[config.mk]
export PLATFORM = sky130hd
export DESIGN_NAME = tone_select_ctrl_flat
export DESIGN_NICKNAME = d
export VERILOG_FILES = /design/src/rtl/tone_select_if.sv /design/src/rtl/tone_select_ctrl.sv /design/src/flat_wrapper.sv
export SDC_FILE = /design/constraint.sdc
export NUM_CORES = 1
export LEC_CHECK = 0
export BUFFER_PORTS_ARGS = -buffer_cell sky130_fd_sc_hd__buf_2
export CAP_MARGIN = 20
export CELL_PAD_IN_SITES_DETAIL_PLACEMENT = 1
export CELL_PAD_IN_SITES_GLOBAL_PLACEMENT = 2
export CORE_ASPECT_RATIO = 0.7
export CORE_MARGIN = 2
export CORE_UTILIZATION = 38
export DETAILED_ROUTE_END_ITERATION = 6
export PLACE_DENSITY = 0.76
export REMOVE_ABC_BUFFERS = 1
export SLEW_MARGIN = 30
export SYNTH_ARGS = -nofsm -noshare
export SYNTH_HDL_FRONTEND = slang
export SYNTH_SLANG_ARGS = --single-unit
[constraint.sdc]
create_clock -name clk -period 2.8 [get_ports clk]
set_input_delay 0.56 -clock clk [delete_from_list [all_inputs] [get_ports clk]]
set_output_delay 0.56 -clock clk [all_outputs]
set_load 0.1 [all_outputs]
[src/rtl/tone_select_if.sv]
// Button inputs and tone-select outputs of tone_select_ctrl.
// Buttons are raw levels with no handshake; step is a one-cycle pulse in the cycle Q changes.
interface tone_select_if #(
    parameter int N_POS = 20
);
    logic             btn1;
    logic             btn2;
    logic [N_POS-1:0] Q;
    logic             step;
    logic             at_top;
    logic             at_bottom;

    modport master (
        output btn1, btn2,
        input  Q, step, at_top, at_bottom
    );

    modport slave (
        input  btn1, btn2,
        output Q, step, at_top, at_bottom
    );
endinterface

[src/rtl/tone_select_ctrl.sv]
// Synchronises and debounces the up/down buttons and steps a saturating one-hot
// tone select, with auto-repeat while a single button is held.
module tone_select_ctrl #(
    parameter int N_POS         = 20,
    parameter int DEB_CYCLES    = 50000,
    parameter int REPEAT_DELAY  = 2500000,
    parameter int REPEAT_PERIOD = 500000
) (
    input  logic       clk,
    input  logic       _rst,
    tone_select_if.slave bus,
    output logic [1:0] dbg_state
);
    localparam int DW   = (DEB_CYCLES > 1) ? $clog2(DEB_CYCLES) : 1;
    localparam int RMAX = (REPEAT_DELAY > REPEAT_PERIOD) ? REPEAT_DELAY : REPEAT_PERIOD;
    localparam int TW   = $clog2(RMAX + 1);

    localparam logic [DW-1:0]    DEB_LAST = DW'(DEB_CYCLES - 1);
    localparam logic [TW-1:0]    T_DELAY  = TW'(REPEAT_DELAY);
    localparam logic [TW-1:0]    T_PERIOD = TW'(REPEAT_PERIOD);
    localparam logic [TW-1:0]    T_ONE    = TW'(1);
    localparam logic [N_POS-1:0] Q_TOP    = {1'b1, {(N_POS-1){1'b0}}};

    typedef enum logic [1:0] {IDLE, HOLD_UP, HOLD_DN, LOCK} state_t;

    // Index 0 is the up button, index 1 the down button.
    logic [1:0]    raw, meta, sync, deb, deb_q, rise;
    logic [DW-1:0] cnt [2];

    state_t           state;
    logic [TW-1:0]    timer;
    logic [N_POS-1:0] q_r;
    logic             step_r;
    logic             up_req, dn_req;

    assign raw  = {bus.btn2, bus.btn1};
    assign rise = deb & ~deb_q;

    always_ff @(posedge clk or negedge _rst) begin
        if (!_rst) begin
            meta   <= '0;
            sync   <= '0;
            deb    <= '0;
            deb_q  <= '0;
            cnt[0] <= '0;
            cnt[1] <= '0;
        end else begin
            meta  <= raw;
            sync  <= meta;
            deb_q <= deb;
            for (int i = 0; i < 2; i++) begin
                if (sync[i] != deb[i]) begin
                    if (cnt[i] == DEB_LAST) begin
                        deb[i] <= sync[i];
                        cnt[i] <= '0;
                    end else begin
                        cnt[i] <= cnt[i] + 1'b1;
                    end
                end else begin
                    cnt[i] <= '0;
                end
            end
        end
    end

    // Step requests; saturation at either end is applied where Q is updated.
    always_comb begin
        up_req = 1'b0;
        dn_req = 1'b0;
        case (state)
            IDLE: begin
                up_req = rise[0] && !rise[1] && !deb[1];
                dn_req = rise[1] && !rise[0] && !deb[0];
            end
            HOLD_UP: up_req = deb[0] && !deb[1] && (timer == T_ONE);
            HOLD_DN: dn_req = deb[1] && !deb[0] && (timer == T_ONE);
            default: ;
        endcase
    end

    always_ff @(posedge clk or negedge _rst) begin
        if (!_rst) begin
            state  <= IDLE;
            timer  <= '0;
            q_r    <= Q_TOP;
            step_r <= 1'b0;
        end else begin
            step_r <= 1'b0;
            if (up_req && !q_r[N_POS-1]) begin
                q_r    <= q_r << 1;
                step_r <= 1'b1;
            end else if (dn_req && !q_r[0]) begin
                q_r    <= q_r >> 1;
                step_r <= 1'b1;
            end

            case (state)
                IDLE: begin
                    if (rise[0] && rise[1]) begin
                        state <= LOCK;
                    end else if (rise[0] && !deb[1]) begin
                        state <= HOLD_UP;
                        timer <= T_DELAY;
                    end else if (rise[1] && !deb[0]) begin
                        state <= HOLD_DN;
                        timer <= T_DELAY;
                    end
                end
                HOLD_UP: begin
                    if (!deb[0])     state <= IDLE;
                    else if (deb[1]) state <= LOCK;
                    else             timer <= (timer == T_ONE) ? T_PERIOD : timer - T_ONE;
                end
                HOLD_DN: begin
                    if (!deb[1])     state <= IDLE;
                    else if (deb[0]) state <= LOCK;
                    else             timer <= (timer == T_ONE) ? T_PERIOD : timer - T_ONE;
                end
                LOCK: begin
                    // A button still held here needs a fresh press after exit.
                    if (!deb[0] && !deb[1]) state <= IDLE;
                end
                default: state <= IDLE;
            endcase
        end
    end

    assign bus.Q         = q_r;
    assign bus.step      = step_r;
    assign bus.at_top    = q_r[N_POS-1];
    assign bus.at_bottom = q_r[0];
    assign dbg_state     = state;

endmodule
[src/flat_wrapper.sv]
// flat-port wrapper written by rule: the top's interface ports become plain ports
module tone_select_ctrl_flat 
#(
    parameter int N_POS         = 20,
    parameter int DEB_CYCLES    = 50000,
    parameter int REPEAT_DELAY  = 2500000,
    parameter int REPEAT_PERIOD = 500000
)
  (clk, _rst, dbg_state, bus_btn1, bus_btn2, bus_Q, bus_step, bus_at_top, bus_at_bottom);
  tone_select_if #(.N_POS(N_POS)) bus_i ();
  input  logic clk;
  input  logic _rst;
  output logic [1:0] dbg_state;
  input wire logic [$bits(bus_i.btn1)-1:0] bus_btn1;
  input wire logic [$bits(bus_i.btn2)-1:0] bus_btn2;
  output wire logic [$bits(bus_i.Q)-1:0] bus_Q;
  output wire logic [$bits(bus_i.step)-1:0] bus_step;
  output wire logic [$bits(bus_i.at_top)-1:0] bus_at_top;
  output wire logic [$bits(bus_i.at_bottom)-1:0] bus_at_bottom;
  assign bus_i.btn1 = bus_btn1;
  assign bus_i.btn2 = bus_btn2;
  assign bus_Q = bus_i.Q;
  assign bus_step = bus_i.step;
  assign bus_at_top = bus_i.at_top;
  assign bus_at_bottom = bus_i.at_bottom;
  tone_select_ctrl #(.N_POS(N_POS), .DEB_CYCLES(DEB_CYCLES), .REPEAT_DELAY(REPEAT_DELAY), .REPEAT_PERIOD(REPEAT_PERIOD)) u_core (.clk(clk), ._rst(_rst), .bus(bus_i), .dbg_state(dbg_state));
endmodule
---- After elaboration in Yosys (flattened, before gate mapping) ----
Cells that the tools add are included.
storage, ports and cells
  register bits after elaboration ......... 85
  output and inout port bits .............. 25
  word-level logic and storage cells ...... 89
operators by class
  $add $sub $neg .......................... 3
  equality and inequality tests ........... 18
  multiplexer cells ....................... 28
  bitwise logic cells ..................... 2
  reductions and logical operators ........ 27
operator list
  kind                     count
  $mux W22                 8
  $pmux W22 S3             1
  $mux W16                 4
  $mux W20                 2
  $add A16 B1 Y16 const B  2
  $eq A16 B16 Y1 const B   2
  $eq A22 B1 Y1 const B    1
  $sub A22 B1 Y22 const B  1
  $mux W2                  8
  $logic_and A1 B1 Y1      14
  $pmux W2 S4              1
  $reduce_and A7 Y1        1
  $logic_not A1 Y1         6
  $ne A2 B1 Y1 const B     3
  $ne A2 B2 Y1 const B     3
  $eq A2 B2 Y1 const B     2
  $ne A4 B1 Y1 const B     1
  $pmux W1 S2              2
  $reduce_and A2 Y1        2
  $reduce_and A4 Y1        1
  $ne A3 B1 Y1 const B     1
  $ne A3 B2 Y1 const B     1
  $ne A3 B3 Y1 const B     1
  $reduce_bool A3 Y1       1
  other kinds (7)          9

---- Longest topological paths before layout ----
Gate-level depths: netlist of the first run.
  depth in word-level cells ............... 9
  depth in mapped cells ................... 10
  depth with buffers taken out ............ 7

---- Least setup slack after synthesis of the first run ----
No wires, ideal clock.
  path type ............................... register to register
  from .................................... register u_core.state[1], in the netlist u_core.dbg_state[1]
  to ...................................... register u_core.timer[6]
  library setup time ...................... 122 ps
  arrival time ............................ 2404 ps
  data required time ...................... 2678 ps
  path slack .............................. 275 ps
  stages on the path, launching flop included .. 7
  buffers on the path ..................... 1
  cell sequence ........................... dfrtp_1 ha_1 a21oi_1 o211ai_1 clkbuf_1 nor2_2 a32o_1
between the ends
  word-level cells in the longest chain between the ends .. 3
  elaborated cells between the ends (all ways) .. 12
  those cells by class .................... 8 x eq/ne; 1 x mux; 3 x reduce/logical
ends and longest elaborated chain
  element                                                      RTL line                 source
  start: declaration                                           tone_select_ctrl.sv:30   state_t state;
  start signal: assignment                                     tone_select_ctrl.sv:83   state <= IDLE;
  start signal: assignment                                     tone_select_ctrl.sv:100  state <= LOCK;
  start signal: assignment                                     tone_select_ctrl.sv:102  state <= HOLD_UP;
  $eq A2 B2 Y1, or another cell as far along                   tone_select_ctrl.sv:97   case (state)
  $ne A2 B1 Y1 (no source line), or another cell as far along  n/a
  $reduce_and A7 Y1 (no source line)                           n/a
  end signal: assignment                                       tone_select_ctrl.sv:112  else timer <= (timer == T_ONE) ? T_PERIOD : timer - T_ONE;
  end signal: assignment                                       tone_select_ctrl.sv:117  else timer <= (timer == T_ONE) ? T_PERIOD : timer - T_ONE;
  end: declaration                                             tone_select_ctrl.sv:31   logic [TW-1:0] timer;
Parallel ways exist; a longest one is shown, timed or not.
A chain may end at the register's enable or synchronous reset.

---- Worst setup path in the final report of the first run ----
  from .................................... register u_core.timer[0]
  to ...................................... register u_core.timer[18]
between the ends
  word-level cells in the longest chain between the ends .. 5
  elaborated cells between the ends (all ways) .. 8
  those cells by class .................... 1 x add/sub; 1 x eq/ne; 6 x mux
ends and longest elaborated chain
  element                                           RTL line
  $sub A22 B1 Y22 or $eq A22 B1 Y1 (tied branches)  tone_select_ctrl.sv:112, tone_select_ctrl.sv:117
  $mux W22 *                                        tone_select_ctrl.sv:112, tone_select_ctrl.sv:117
  $mux W22 (on tied branches)                       tone_select_ctrl.sv:116, tone_select_ctrl.sv:111
  $mux W22 (on tied branches)                       tone_select_ctrl.sv:115, tone_select_ctrl.sv:110
  $pmux W22 S3 *                                    tone_select_ctrl.sv:97
Every way passes the cells marked *; elsewhere a longest branch is shown, timed or not. The select of a mux whose other input is x is not followed.

==> results of run 1 <==
Yosys cell counts, types with 2 or more instances:
cell,n,share of area
xor2_1,19,0.038
a21oi_1,28,0.032
o21a_1,4,0.0069
dfrtp_1,84,0.48
nor4_1,6,0.0086
nor3_1,31,0.036
a22o_1,11,0.022
buf_6,3,0.0078
nand2_1,24,0.021
buf_2,7,0.0080
nand3_1,15,0.017
a31oi_1,2,0.0029
o22ai_1,2,0.0029
o22a_1,2,0.0040
mux2i_1,19,0.044
clkbuf_1,5,0.0043
or3_1,5,0.0072
xnor2_1,11,0.022
or2_2,2,0.0029
nor4b_1,2,0.0040
and4_1,4,0.0080
nor4_2,2,0.0057
o221ai_1,2,0.0040
o31ai_1,3,0.0052
ha_1,8,0.023
or4_1,2,0.0034
inv_1,15,0.013
buf_4,3,0.0052
nor2_1,54,0.047
a22oi_1,2,0.0034
nor2b_1,3,0.0043
and3_1,3,0.0043
o21ai_0,18,0.021
nand4_1,11,0.016
nor3b_1,2,0.0034
nand2b_1,7,0.010
worst min-delay path by stage:
stage                           end           start
floorplan           u_core.bus.Q[0]            _rst
global placement     u_core.sync[1]  u_core.meta[1]
detailed placement   u_core.sync[1]  u_core.meta[1]
CTS                   u_core.cnt[0]            _rst
global route          u_core.cnt[0]            _rst
finish                u_core.cnt[0]            _rst
per-layer routing:
layer,track usage,up-vias
li1,-,1638
met1,0.260,1719
met2,0.278,40
met3,0.0423,8
met4,0.0480,0
met5,0,-
power by group:
group | internal [W] | total, W | switching [W]
Combinational | 0.0000134 | 0.0000524 | 0.0000390
Sequential | 0.00124 | 0.00125 | 0.00000870
Clock | 0.000641 | 0.00112 | 0.000481
logic make-up after synthesis:
family,count (synthesis)
and+or+nand+nor,180
AOI/OAI and AO/OA,85
DFF,85
buffers and inverters,35
xor gates and xnor gates,30
muxes,20
adders and majority gates,8
state kept, by name, indices dropped and copies added, names as in the netlist:
register and count:
u_core.bus.Q 20, u_core.cnt 32, u_core.deb_q 2, u_core.sync 2
u_core.timer 22, u_core.bus.step 1, u_core.meta 2, u_core.dbg_state 2
u_core.deb 2
area by class of cell:
cell class | instances | area, µm² | share of cell area
sequential | 85 | 2130 | 0.431
multi-input combinational | 323 | 2060 | 0.417
clock buffer | 11 | 253 | 0.0511
timing repair buffer | 38 | 228 | 0.0461
tap | 153 | 191 | 0.0387
inverter | 16 | 60.1 | 0.0121
clock inverter | 4 | 23.8 | 0.00481
repair_timing:
item,in CTS,in global routing
setup endpoints to repair,0,1
resized for setup,0,1
hold buffers,0,0
per-stage QoR:
step	hold WS (ns)	area [µm²]
after detailed placement	0.343	4660
after CTS	0.214	4940
after floorplan	0.264	4240
after global routing	0.234	4940
after global placement	0.336	4660
final	0.198	4940
==> impl_metrics.ini, run 1 <==
[outcome]
status = complete, no violations

[setup_path]
cp_max_fo = 6
rr_worst_depth = 6
slowest_delay_ns = 0.56
r2r-start = u_core.timer[0]
path_class = flop to flop
path_delay_family = simple AND/OR/NAND/NOR gates
endpoint = u_core.timer[18]
setup.worst_path.start = u_core.timer[0]
end_kind = flop
crit_slowest_cell = a21oi_1
path_cells = ha_1 -> nor4b_1 -> and4_1 -> a21oi_1 -> nor2_1 -> or3_1
arrival_ns = 2.58
rrSetupSlack_ns = 0.44
crit_required_ns = 3.02
cp-start-kind = flop
worstReg2RegEnd = u_core.timer[18]
timing.critical_path.buf_inv = 0
worst-path-stages = 6

[cts]
clk_pin_slew_worst_paths_ns = 0.06
cts_buffers = 9
h-tree-depth = 3
post-cts-setup-buffers = 0
cts_tree = yes
cts_max_path_buffers = 2
cts-root-buf = clkbuf_16
cts_sinks = 85
clk_latency_ns = 0.34

[power_and_ir_drop]
power_w = 0.00242
vdd_drop_max_mv = 0.300
leakagePower_nw = 2.38
powerDensity_nw_per_um2 = 490

[finish]
drive_above_1_share = 0.140
syn2layout_area_growth_pct = 13.5
utilization = 0.446
mostFrequentLayoutCell = dfrtp_1
nNetsFinal = 485
fillCellCount = 1284
num_antenna_cells = 0
instances_no_fill = 630
layout_common_cells = dfrtp_1, nor2_1, nor3_1, buf_2, a21oi_1

[timing]
rsz0062_at_grt = no
setup_violations = 0
fin_skew_ns = 0.00665
min_period_ns = 2.36
worstMarginPinSlew_ns = 0.668
fin_ws_ns = 0.439
drv_slew = 0
final.period_utilization = 0.843
relSlewSlack = 0.555
final-hold-violation-count = 0
fmax_mhz = 423
setup_tns_ns = 0

[drt]
wl_met1_mm = 5.37
drc = 0
top_layer = met4
vias = 3405
wl_met3_um = 347
drtIter0Drc = 133
wl_mm = 10.4
first_pass_iters = 4
ant_nets = 0
wl_per_cell_um = 16.5
route.met2.wl_mm = 4.57
avgViaCountPerCell = 5.40

[job]
maxCapViolCount = 0

[floorplanning]
ios = 29
die_y_um = 93.6
core-area_um2 = 11100
rows = 32
start_util = 0.393
dieArea_um2 = 12300
die_w_um = 132

[synthesis]
synthCells = 443
ys_seq_area_frac = 0.489
synthAdderAreaFrac = 0.0230
synth_top_family_by_area = simple AND/OR/NAND/NOR gates
synth_compound_area_frac = 0.128
synth_edf_count = 0
ys_seq_elements = 85
synthXorXnorAreaFrac = 0.0603
synthMuxAreaShare = 0.0463
synth_warnings = 0
mappedNetlistArea_um2 = 4360
synth_area_per_cell_um2 = 9.83
async_flop_share = 1.00
synth.distinct_cells = 58
ys.flop_type = dfrtp_1
synthSimpleGateAreaFrac = 0.214

[global_routing]
antenna_found_initial = 0
grt_max_degree = 49
grt_pass1_wl_mm = 18.1
grt_usage = 0.182
grt_overflow = 0
grt_pass1_vias = 3551

[placement]
pre_cts_ws_ns = 0.264
gp_congestion = 0.749
hpwl_mm = 7.19
numPortBuffers = 28
dp.cells = 614

[worst_hold_path]
worstHoldPathType = primary input to asynchronous set/reset pin
Power figures use the tool's default switching activity.
==> run 2, diff against run 1 <==
--- a/config.mk
+++ b/config.mk
@@ -5,15 +5,16 @@
 export SDC_FILE = /design/constraint.sdc
 export NUM_CORES = 1
 export LEC_CHECK = 0
+export ABC_AREA = 1
 export BUFFER_PORTS_ARGS = -buffer_cell sky130_fd_sc_hd__buf_2
 export CAP_MARGIN = 20
 export CELL_PAD_IN_SITES_DETAIL_PLACEMENT = 1
 export CELL_PAD_IN_SITES_GLOBAL_PLACEMENT = 2
 export CORE_ASPECT_RATIO = 0.7
 export CORE_MARGIN = 2
-export CORE_UTILIZATION = 38
+export CORE_UTILIZATION = 36
 export DETAILED_ROUTE_END_ITERATION = 6
-export PLACE_DENSITY = 0.76
+export PLACE_DENSITY = 0.77
 export REMOVE_ABC_BUFFERS = 1
 export SLEW_MARGIN = 30
 export SYNTH_ARGS = -nofsm -noshare
==> constraint.sdc (replaced) <==
create_clock -name clk -period 2.3 [get_ports clk]
set_input_delay 0.46 -clock clk [delete_from_list [all_inputs] [get_ports clk]]
set_output_delay 0.46 -clock clk [all_outputs]
set_load 0.1 [all_outputs]
==> run 2 against run 1 <==
  * Worst setup slack worse by 0.11 ns
  * Die area grew 13%
  * Critical endpoint is now u_core.bus.Q[6]
  * Wire length rose by 17%
==> impl_metrics.ini, run 2 <==
[floorplanning]
rows = 34
dieArea_um2 = 14000
ios = 29
die_y_um = 99.6
die_w_um = 141
core-area_um2 = 12600
start_util = 0.373

[synthesis]
ys_seq_elements = 85
synth_edf_count = 0
synthMuxAreaShare = 0
synth_area_leaders = dfrtp_1, nand2_1, nand3_1
synth_area_leader_cell = dfrtp_1
synthTopCellsByCount = nand2_1, dfrtp_1, nor2_1
ys_seq_area_frac = 0.453
synthXorXnorAreaFrac = 0.0280
ys.flop_type = dfrtp_1
synth_compound_area_frac = 0.0634
synthAdderAreaFrac = 0.0213
mappedNetlistArea_um2 = 4700
async_flop_share = 1.00
synth.distinct_cells = 43
synthCells = 603
synth_warnings = 0
synth_top_area_frac = 0.448
synth_top_family_by_area = simple AND/OR/NAND/NOR gates
yosysMostFrequentCell = nand2_1
synthSimpleGateAreaFrac = 0.357
synth_area_per_cell_um2 = 7.79

[finish]
largest_reg_flops = 32
top_register = u_core.cnt
utilization = 0.424
num_antenna_cells = 0
design_area_um2 = 5330
drive_above_1_share = 0.129
syn2layout_area_growth_pct = 13.6
layout_common_cells = nand2_1, dfrtp_1, nor2_1, nand3_1, inv_1
nNetsFinal = 650
mostFrequentLayoutCell = nand2_1
instances_no_fill = 805

[global_routing]
grt_pass1_vias = 4203
antenna_found_initial = 0
grt_overflow = 0
grt_pass1_wl_mm = 21.1
grt_usage = 0.187
grt_max_degree = 37

[cts]
cts_tree = yes
clk_latency_ns = 0.34
clk_pin_slew_worst_paths_ns = 0.07
post-cts-setup-buffers = 0
cts_max_path_buffers = 2
cts-root-buf = clkbuf_16
cts_sinks = 85
cts_buffers = 9
cts_hold_buf = 0
ctsResizeCount = 0
h-tree-depth = 3

[power_and_ir_drop]
powerDensity_nw_per_um2 = 594
seqPwrFrac = 0.478
power_w = 0.00317
p_sw_frac = 0.218
vdd_drop_max_mv = 0.383
combinationalPowerShare = 0.022
p_sw_w = 0.000693
leakagePower_nw = 2.78
internal-power_w = 0.00248
clock_power_share = 0.500

[drt]
wl_mm = 12.1
drc = 0
avgViaCountPerCell = 5.00
vias = 4027
first_pass_iters = 4
wl_per_cell_um = 15.1
drtIter0Drc = 211
ant_nets = 0

[placement]
hpwl_mm = 8.76
gp_congestion = 0.825
dp.cells = 789
placed_area_um2 = 5020
numPortBuffers = 28

[setup_path]
arrival_ns = 2.25
cp-start-kind = flop
path_class = flop to flop
crit_required_ns = 2.58
cp_max_fo = 36
end_kind = flop

[timing]
worstMarginPinSlew_ns = 0.519
relSlewSlack = 0.652
final-hold-violation-count = 0
drv_slew = 0
fmax_mhz = 507
final.period_utilization = 0.857
fin_skew_ns = 0.00560
rsz0062_at_grt = no
setup_violations = 0
min_period_ns = 1.97

[job]
maxCapViolCount = 0

[outcome]
status = complete, no violations

[worst_hold_path]
worstHoldPathType = primary input to asynchronous set/reset pin
[run 2: cell types whose count changed after synthesis, sizes merged, moves of 7 or more]
cell / previous run / this run
nand3: 15 / 74
a21oi: 28 / 19
mux2i: 19 / 0
nand2b: 7 / 0
nor2: 55 / 89
xor2: 19 / 12
xnor2: 11 / 3
a22o: 11 / 0
nand2: 24 / 153
inv: 15 / 72
nor3: 31 / 22
[run 2: per-stage QoR]
stage | hold slack (ns) | worst slack [ns] | TNS (ns)
2_1_floorplan | 0.164 | -0.339 | -5.54
3_3_place_gp | 0.333 | 0.421 | 0
3_5_place_dp | 0.342 | 0.343 | 0
4_1_cts | 0.0529 | 0.320 | 0
5_1_grt | 0.0655 | 0.114 | 0
6_report | 0.0435 | 0.329 | 0
[run 2: cell families after synthesis]
logic type	count (synthesis)
simple gates	361
flops	85
buf+inv	83
compound gates	51
xor+xnor	15
fa+ha+maj	8
[run 2: worst paths after layout]
kind | end | startpoint | cells past startpoint | slack (ns)
setup / recovery | u_core.bus.Q[6] | u_core.timer[1] | 10 | 0.33
hold / removal | u_core.timer[17] | _rst | 1 | 0.04
setup reg to reg | u_core.bus.Q[6] | u_core.timer[1] | 10 | 0.33
hold reg to reg | u_core.sync[1] | u_core.meta[1] | 0 | 0.36
max in group asynchronous | u_core.sync[0] | _rst | 2 | 1.58
min in group clk | u_core.meta[0] | bus_btn1 | 1 | 0.22
[run 2: worst max-delay path, stage by stage (launching register included)]
cell and delay (ns):
dfrtp_1 0.37, inv_1 0.12, ha_1 0.21, nand2_1 0.09, nor2_2 0.18, nand4_1 0.18, nand2_4 0.11, nand2_4 0.24
nand2_8 0.27, nand2_1 0.09, nand2_1 0.06
[run 2: metal layers]
layer / share of wire / global-route usage / up-vias
met3: 0.031 / 0.0424 / 8
met5: 0 / 0 / -
met1: 0.53 / 0.275 / 1966
met4: 0.0066 / 0.0354 / 0
met2: 0.43 / 0.284 / 50
li1: - / - / 2003
[run 2: final cells by class]
cell class / count / area, µm²
fillers: 1564 / 7260
well taps: 162 / 203
repair buffers: 35 / 208
clock inverters: 6 / 87.6
inverters: 72 / 270
clock buffers: 10 / 229
multi-input cells: 435 / 2210
flip-flops and latches: 85 / 2130
[run 2: power groups by stage]
stage / clock network, W / registers, W / logic [W]
2_1_floorplan: 0 / 0.00154 / 0.0000243
3_3_place_gp: 0 / 0.00154 / 0.0000719
3_5_place_dp: 0 / 0.00154 / 0.0000735
4_1_cts: 0.00164 / 0.00151 / 0.0000742
5_1_grt: 0.00168 / 0.00152 / 0.0000821
6_report: 0.00159 / 0.00152 / 0.0000698
